$ cat src/rtl/vend_pkg.sv
// Shared types and constants for the vending transaction sequencer.
// Holds the state encoding, coin values, product codes and price lookup.
package vend_pkg;

    typedef enum logic [1:0] {
        IDLE    = 2'd0,
        COLLECT = 2'd1,
        VEND    = 2'd2,
        CHANGE  = 2'd3
    } state_t;

    localparam int COIN5_VAL  = 5;
    localparam int COIN10_VAL = 10;

    localparam logic [1:0] PROD0 = 2'd0;
    localparam logic [1:0] PROD1 = 2'd1;
    localparam logic [1:0] PROD2 = 2'd2;
    localparam logic [1:0] PROD3 = 2'd3;

    // Prices stay module parameters; the package only maps code to price.
    function automatic int price_of(
        input logic [1:0] code,
        input int         p0,
        input int         p1,
        input int         p2,
        input int         p3
    );
        int p;
        p = p0;
        unique case (code)
            PROD0: p = p0;
            PROD1: p = p1;
            PROD2: p = p2;
            PROD3: p = p3;
            default: p = p0;
        endcase
        return p;
    endfunction

endpackage

$ cat src/rtl/vend_timeout_ctr.sv
// Inactivity counter for the COLLECT state.
// Ports: clk, rst (sync, active-high), clear, enable, expired (count hit LIMIT-1).
module vend_timeout_ctr #(
    parameter int LIMIT = 1000
) (
    input  logic clk,
    input  logic rst,
    input  logic clear,
    input  logic enable,
    output logic expired
);

    localparam int W = (LIMIT > 1) ? $clog2(LIMIT) : 1;

    logic [W-1:0] cnt;

    assign expired = (cnt == W'(LIMIT - 1));

    // Saturates at the limit so the count never wraps while waiting.
    always_ff @(posedge clk) begin
        if (rst) begin
            cnt <= '0;
        end else if (clear) begin
            cnt <= '0;
        end else if (enable && !expired) begin
            cnt <= cnt + 1'b1;
        end
    end

endmodule

$ cat src/rtl/vend_controller.sv
// Vending transaction sequencer: coin credit, product selection,
// dispense handshake and change-return handshake.
// Inputs : clk, rst (sync, active-high), coin_5, coin_10, sel_valid,
//          sel_product, cancel, dispense_ready, change_ready.
// Outputs: credit, dispense_valid, dispense_product, change_valid,
//          change_amt, coin_reject, sel_nack, busy.
// Optional: define VEND_TIMEOUT_EN to refund after TIMEOUT_CYCLES idle
//           cycles in COLLECT.
module vend_controller
    import vend_pkg::*;
#(
    parameter int CREDIT_W       = 6,
    parameter int MAX_CREDIT     = 40,
    parameter int PRICE0         = 5,
    parameter int PRICE1         = 10,
    parameter int PRICE2         = 15,
    parameter int PRICE3         = 20,
    parameter int TIMEOUT_CYCLES = 1000
) (
    input  logic                clk,
    input  logic                rst,
    input  logic                coin_5,
    input  logic                coin_10,
    input  logic                sel_valid,
    input  logic [1:0]          sel_product,
    input  logic                cancel,
    input  logic                dispense_ready,
    input  logic                change_ready,
    output logic [CREDIT_W-1:0] credit,
    output logic                dispense_valid,
    output logic [1:0]          dispense_product,
    output logic                change_valid,
    output logic [CREDIT_W-1:0] change_amt,
    output logic                coin_reject,
    output logic                sel_nack,
    output logic                busy
);

    // Two spare bits keep credit + coins free of overflow.
    localparam int AW = CREDIT_W + 2;

    if (MAX_CREDIT >= 2 ** CREDIT_W || TIMEOUT_CYCLES < 1) begin : g_param_err
        $error("vend_controller: bad CREDIT_W/MAX_CREDIT/TIMEOUT_CYCLES");
    end

    state_t              state;
    state_t              state_nx;
    logic [CREDIT_W-1:0] credit_nx;
    logic [CREDIT_W-1:0] change_nx;
    logic [1:0]          prod_nx;
    logic                reject_nx;
    logic                nack_nx;
    logic [AW-1:0]       coin_val;
    logic [AW-1:0]       price;
    logic [AW-1:0]       max_c;
    logic [AW-1:0]       work;
    logic                timeout;

    assign coin_val = (coin_5  ? AW'(COIN5_VAL)  : '0)
                    + (coin_10 ? AW'(COIN10_VAL) : '0);
    assign price    = AW'(price_of(sel_product, PRICE0, PRICE1,
                                   PRICE2, PRICE3));
    assign max_c    = AW'(MAX_CREDIT);

`ifdef VEND_TIMEOUT_EN
    logic activity;
    logic expired;

    assign activity = coin_5 | coin_10 | sel_valid | cancel;

    // Held clear outside COLLECT, so it starts from 0 on entry.
    vend_timeout_ctr #(
        .LIMIT (TIMEOUT_CYCLES)
    ) u_timeout (
        .clk     (clk),
        .rst     (rst),
        .clear   ((state != COLLECT) | activity),
        .enable  (state == COLLECT),
        .expired (expired)
    );

    assign timeout = expired & (state == COLLECT);
`else
    assign timeout = 1'b0;
`endif

    always_comb begin
        state_nx  = state;
        credit_nx = credit;
        change_nx = change_amt;
        prod_nx   = dispense_product;
        reject_nx = 1'b0;
        nack_nx   = 1'b0;
        work      = '0;
        unique case (state)
            IDLE: begin
                // Credit is zero here, so any selection is refused.
                nack_nx = sel_valid;
                if (coin_val != '0) begin
                    if (coin_val <= max_c) begin
                        credit_nx = coin_val[CREDIT_W-1:0];
                        state_nx  = COLLECT;
                    end else begin
                        reject_nx = 1'b1;
                    end
                end
            end
            COLLECT: begin
                if (cancel || timeout) begin
                    change_nx = credit;
                    credit_nx = '0;
                    state_nx  = CHANGE;
                    reject_nx = (coin_val != '0);
                end else begin
                    // Price is judged on the old credit; a same-cycle
                    // coin lands on top of what is left.
                    work = AW'(credit);
                    if (sel_valid) begin
                        if (work >= price) begin
                            work     = work - price;
                            prod_nx  = sel_product;
                            state_nx = VEND;
                        end else begin
                            nack_nx = 1'b1;
                        end
                    end
                    if (coin_val != '0) begin
                        if (work + coin_val <= max_c) begin
                            work = work + coin_val;
                        end else begin
                            reject_nx = 1'b1;
                        end
                    end
                    credit_nx = work[CREDIT_W-1:0];
                end
            end
            VEND: begin
                reject_nx = (coin_val != '0);
                nack_nx   = sel_valid;
                if (dispense_ready) begin
                    if (credit != '0) begin
                        change_nx = credit;
                        credit_nx = '0;
                        state_nx  = CHANGE;
                    end else begin
                        state_nx = IDLE;
                    end
                end
            end
            CHANGE: begin
                reject_nx = (coin_val != '0);
                nack_nx   = sel_valid;
                if (change_ready) begin
                    change_nx = '0;
                    state_nx  = IDLE;
                end
            end
            default: begin
                state_nx = IDLE;
            end
        endcase
    end

    always_ff @(posedge clk) begin
        if (rst) begin
            state            <= IDLE;
            credit           <= '0;
            change_amt       <= '0;
            dispense_product <= '0;
            coin_reject      <= 1'b0;
            sel_nack         <= 1'b0;
        end else begin
            state            <= state_nx;
            credit           <= credit_nx;
            change_amt       <= change_nx;
            dispense_product <= prod_nx;
            coin_reject      <= reject_nx;
            sel_nack         <= nack_nx;
        end
    end

    assign dispense_valid = (state == VEND);
    assign change_valid   = (state == CHANGE);
    assign busy           = (state == VEND) || (state == CHANGE);

endmodule

$ cat config.mk
export PLATFORM = sky130hd
export DESIGN_NAME = vend_controller
export DESIGN_NICKNAME = d
export VERILOG_FILES = /design/src/rtl/vend_pkg.sv /design/src/rtl/vend_timeout_ctr.sv /design/src/rtl/vend_controller.sv
export SDC_FILE = /design/constraint.sdc
export NUM_CORES = 1
export LEC_CHECK = 0
export CELL_PAD_IN_SITES_DETAIL_PLACEMENT = 0
export CELL_PAD_IN_SITES_GLOBAL_PLACEMENT = 1
export CORE_MARGIN = 3
export CORE_UTILIZATION = 41
export CTS_BUF_LIST = sky130_fd_sc_hd__clkbuf_4
export DETAILED_ROUTE_END_ITERATION = 8
export PLACE_DENSITY = 0.81
export SYNTH_ARGS = -nofsm -noshare
export SYNTH_HDL_FRONTEND = slang
export SYNTH_HIERARCHICAL = 1
export SYNTH_SLANG_ARGS = --single-unit
$ cat constraint.sdc
create_clock -name clk -period 6.45 [get_ports clk]
set_clock_uncertainty 0.15 [all_clocks]
set_input_delay 1.29 -clock clk [delete_from_list [all_inputs] [get_ports clk]]
set_output_delay 1.29 -clock clk [all_outputs]
set_load 0.005 [all_outputs]
Word-level counts from Yosys, hierarchy flattened
Index checks and enable logic that the tools add are counted.

operators by class
  add/sub/neg operators = 3
  order comparisons = 3
  eq/ne operators = 14
  mux-type cells = 39
  bitwise gates (word level) = 1
  reduce and logical (&&, ||, !) cells = 13

operator list
  operator            count
  $mux 6              11
  $pmux 6 s3          2
  $mux 8              4
  $pmux 8 s4          1
  $mux 2              8
  $ne 2x2->1 const B  5
  $reduce_and 5->1    2
  $add 8x5->8         1
  $eq 2x2->1 const B  4
  $ge 6x8->1          1
  $le 8x6->1 const B  1
  $mux 1              8
  $pmux 2 s4          1
  $reduce_bool 8->1   1
  $sub 6x8->8         1
  $le 5x6->1 const B  1
  $ne 3x3->1 const B  2
  $reduce_and 6->1    1
  $reduce_bool 3->1   2
  $reduce_bool 6->1   1
  $add 3x4->5         1
  $eq 2x1->1 const B  2
  $logic_not 2->1     2
  $mux 4              1
  9 further kinds     9

storage, ports and cells
  bits in registers = 18
  input bits = 10
  output and inout port bits = 19

Logic depth before layout (Yosys ltp)
  word-level depth = 13
  mapped depth = 19
  depth with buffers taken out = 19

Worst setup path after synthesis
OpenSTA, ideal clock, no wires.

  path kind = input -> register
  from = in sel_product[1]
  to = reg credit[2]
  data arrival time = 4.830 ns
  setup slack = 1.384 ns
  stages on the path = 17
  buffers on the path = 0
  cells stage by stage = inv_1 > ha_1 > fa_1 > a211o_1 > nand2_1 > nand3_1 > nand2_1 > o21ai_0 > ha_1 > fa_1 > xor2_1 > or3_1 > a21oi_1 > a31oi_2 > and2_4 > o31a_1 > a221oi_2

on the way
  cells in the longest elaborated chain, start to end = 13

ends and longest elaborated chain
  item                                              RTL line                                        source
  start: declaration                                vend_controller.sv:25                           input logic [1:0] sel_product,
  $eq 2x2->1, or another cell as far along          vend_pkg.sv:30                                  unique case (code)
  $pmux 8 s4 (*)                                    vend_pkg.sv:30
  $sub 6x8->8 / $ge 6x8->1 (equally long branches)  vend_controller.sv:120, vend_controller.sv:119
  $mux 8 (*)                                        vend_controller.sv:119                          if (work >= price) begin
  $mux 8 (*)                                        vend_controller.sv:118                          if (sel_valid) begin
  $mux 8 (*)                                        vend_controller.sv:109                          if (cancel || timeout) begin
  $mux 8 (*)                                        vend_controller.sv:95                           unique case (state)
  $add 8x5->8                                       vend_controller.sv:129                          work = work + coin_val;
  $le 8x6->1                                        vend_controller.sv:128                          if (work + coin_val <= max_c) begin
  $mux 6                                            vend_controller.sv:128
  $mux 6 (*)                                        vend_controller.sv:127                          if (coin_val != '0) begin
  $mux 6 (*)                                        vend_controller.sv:109
  $pmux 6 s3 (*)                                    vend_controller.sv:95
  end signal: assignment                            vend_controller.sv:174                          credit <= credit_nx;
  end: declaration                                  vend_controller.sv:29                           output logic [CREDIT_W-1:0] credit,

Mark *: on every way between the ends. The rest lies on a longest branch, timed or not. The select of a mux whose other input is x is not followed.
A chain may end at the register's enable or synchronous reset.

Worst setup path in the final report
  from = in sel_product[1]
  to = reg credit[3]

Same word-level chain as after synthesis.

==> results.cfg <==
[global_route]
overflow = 0
track_usage_pct = 18.16
grt_pass1_vias = 1478
grt_max_degree = 19
grt_pass1_wl_mm = 7.203
antenna_found_initial = 0

[synthesis]
synth.area.top_cells = dfxtp_1 22%, ha_1 13%, a21oi_1 6.0%
yosysTopAreaCell = dfxtp_1
yosys.area.top_type_share_pct = 21.59
synth_area_um2 = 1669
yosysUniqueCellTypes = 56
synth-main-ff-cell = dfxtp_1
yosysSeqAreaShare_pct = 21.59
synth_edf_count = 0
ys_top_cells_by_count = 20 x a21oi_1, 20 x nor2_1, 18 x dfxtp_1
synthArstFlopShare_pct = 0
ys_warn_count = 6
synthCells = 198
synthesis.nets = 227
synth-seq-cells = 18
synth.avg_cell_area_um2 = 8.430

[critical_path]
crit_type = input pin to flip-flop
r2r_setup_slack_ns = 1.87
worstPathRequired_ns = 6.47
ff2ff_path_depth = 18
path_max_fanout = 6
crit_start = sel_product[1]
cp-endpoint = credit[3]
cp.arrival_ns = 5.79
startpoint_type = input pin
end_kind = flip-flop
worst_r2r_endpoint = credit[3]
timing.rr.start = credit[0]

[cts]
ctsHoldBuffers = 0
cts-resized-gates = 0
clk-insertion-delay-late_ns = 0.30
htreeDepth = 1
clock_path_buffers = 2
cts-buffers-inserted = 3
clk_pin_slew_worst_paths_ns = 0.11
root_buffer = clkbuf_4
tritoncts = yes
clock_sinks = 18
post-cts-setup-buffers = 0

[timing]
clock.fmax_mhz = 173.2
slew-limit-headroom_pct = 44.58
tns_ns = 0
min_period_ns = 5.773
setup_viol = 0
rsz0062_at_grt = no
maxSlewViolCount = 0
finalHoldViolCount = 0
tightest_slew_ns = 0.8244
period_share_pct = 89.51

[cells_and_area]
final_net_count = 255
fin_area_um2 = 2016
syn2layout_area_growth_pct = 20.76
n_antenna_cell = 0
drive_above_1_share_pct = 10.67
final-instance-count-excl-fill = 273

[detailed_routing]
drt_wl_total_mm = 4.280
via_per_inst = 5.718
drcViolationCount = 0
drtPass1Iterations = 4
detail_route.wl_per_cell_um = 15.68
ant_nets = 0
drtIter0Drc = 103
num_vias = 1561

[pwr]
p_per_area_nw_per_um2 = 378.0
ir_drop_uv = 194.8
power_leakage_nw = 0.7881

[placed_design]
port_buffers = 28
place_inst = 269
postPlaceCellArea_um2 = 1989
post-dp-hpwl_mm = 3.491
place.gp.congestion = 0.9224

[hold_path]
hold_path_class = flip-flop to flip-flop

[floorplanning]
dieWidth_um = 69.81
die_h_um = 69.81
rows = 22
start_util_pct = 43.94
core_um2 = 3799
io-pin-count = 29
dieArea_um2 = 4873

[job]
cap_viol_max_count = 0

[run_status]
status = completed
report_power, final:
group	switching (mW)	internal [mW]	leakage (nW)
logic	0.296	0.238	0.626
clock network	0.0369	0.0226	0.0154
registers	0.0327	0.136	0.147
total	0.366	0.396	0.788
worst max-delay path: stages:
cell and delay [ns]:
clkdlybuf4s50_1 0.48, inv_1 0.06, ha_1 0.33, fa_1 0.47, a211o_1 0.34, nand2_1 0.14
nand3_1 0.14, nand2_1 0.20, o21ai_0 0.19, ha_1 0.27, fa_1 0.40, xor2_1 0.17
or3_1 0.32, a21oi_1 0.16, a31oi_2 0.15, a21oi_2 0.31, mux2i_1 0.26, o22ai_1 0.10
per-layer routing:
layer | global-route usage [%] | share of wire (%)
met2 | 28.96 | 46
met3 | 3.188 | 4.6
met1 | 25.72 | 49
met4 | 3.404 | 0.49
met5 | 0 | 0
registers in the layout, summed over array words and instances (netlist names):
name	flops
coin_reject	1
sel_nack	1
state	2
credit	6
dispense_product	2
change_amt	6
area by class of cell:
cell class	count	area, µm²
Fill cell	351	1783
Multi-Input combinational cell	163	1244
Sequential cell	18	360.3
Timing Repair Buffer	28	280.3
Tap cell	48	60.06
Inverter	12	45.04
Clock buffer	3	22.52
Clock inverter	1	3.754
how the worst min path moves through the flow:
stage | startpoint | endpoint | slack, ns | depth (start not counted)
after global placement | change_amt[3] | change_amt[3] | 0.30 | 2
final | change_amt[3] | change_amt[3] | 0.32 | 2
after detailed placement | change_amt[3] | change_amt[3] | 0.31 | 2
after global routing | change_amt[3] | change_amt[3] | 0.34 | 2
after floorplan | change_amt[1] | change_amt[1] | 0.31 | 2
after CTS | change_amt[5] | change_amt[5] | 0.33 | 2
cell usage in the layout (no fill, tap or decap), types with 4 or more instances in the layout:
cell,n
dfxtp_1,18
clkdlybuf4s50_1,28
ha_1,17
nand2_1,13
a211oi_1,6
nor2_1,20
a21oi_1,20
o21ai_0,8
nand3b_1,5
inv_1,11
nand3_1,5
nand2b_1,5
mux2i_1,4
cell families after synthesis:
group	Yosys count	synth area share, %
and+or+nand+nor	69	22.94
AOI/OAI and AO/OA	65	30.36
adders and majority gates	19	15.14
DFF	18	21.59
buffers and inverters	17	3.898
muxes	6	3.973
xor gates and xnor gates	4	2.099
stage by stage:
| stage | setup slack [ns] | util (%) | total power, mW | hold slack (ns) |
|---|---|---|---|---|
| after floorplan | 1.384 | - | 0.5440 | 0.3125 |
| after global placement | 0.4355 | 52.37 | 0.6941 | 0.3045 |
| after detailed placement | 0.3793 | 52.37 | 0.7021 | 0.3121 |
| after CTS | 0.6981 | 53.06 | 0.7651 | 0.3293 |
| after global routing | 0.3909 | 53.06 | 0.8409 | 0.3439 |
| final | 0.6765 | 53.06 | 0.7620 | 0.3243 |
(Power assumes the default switching activity.)
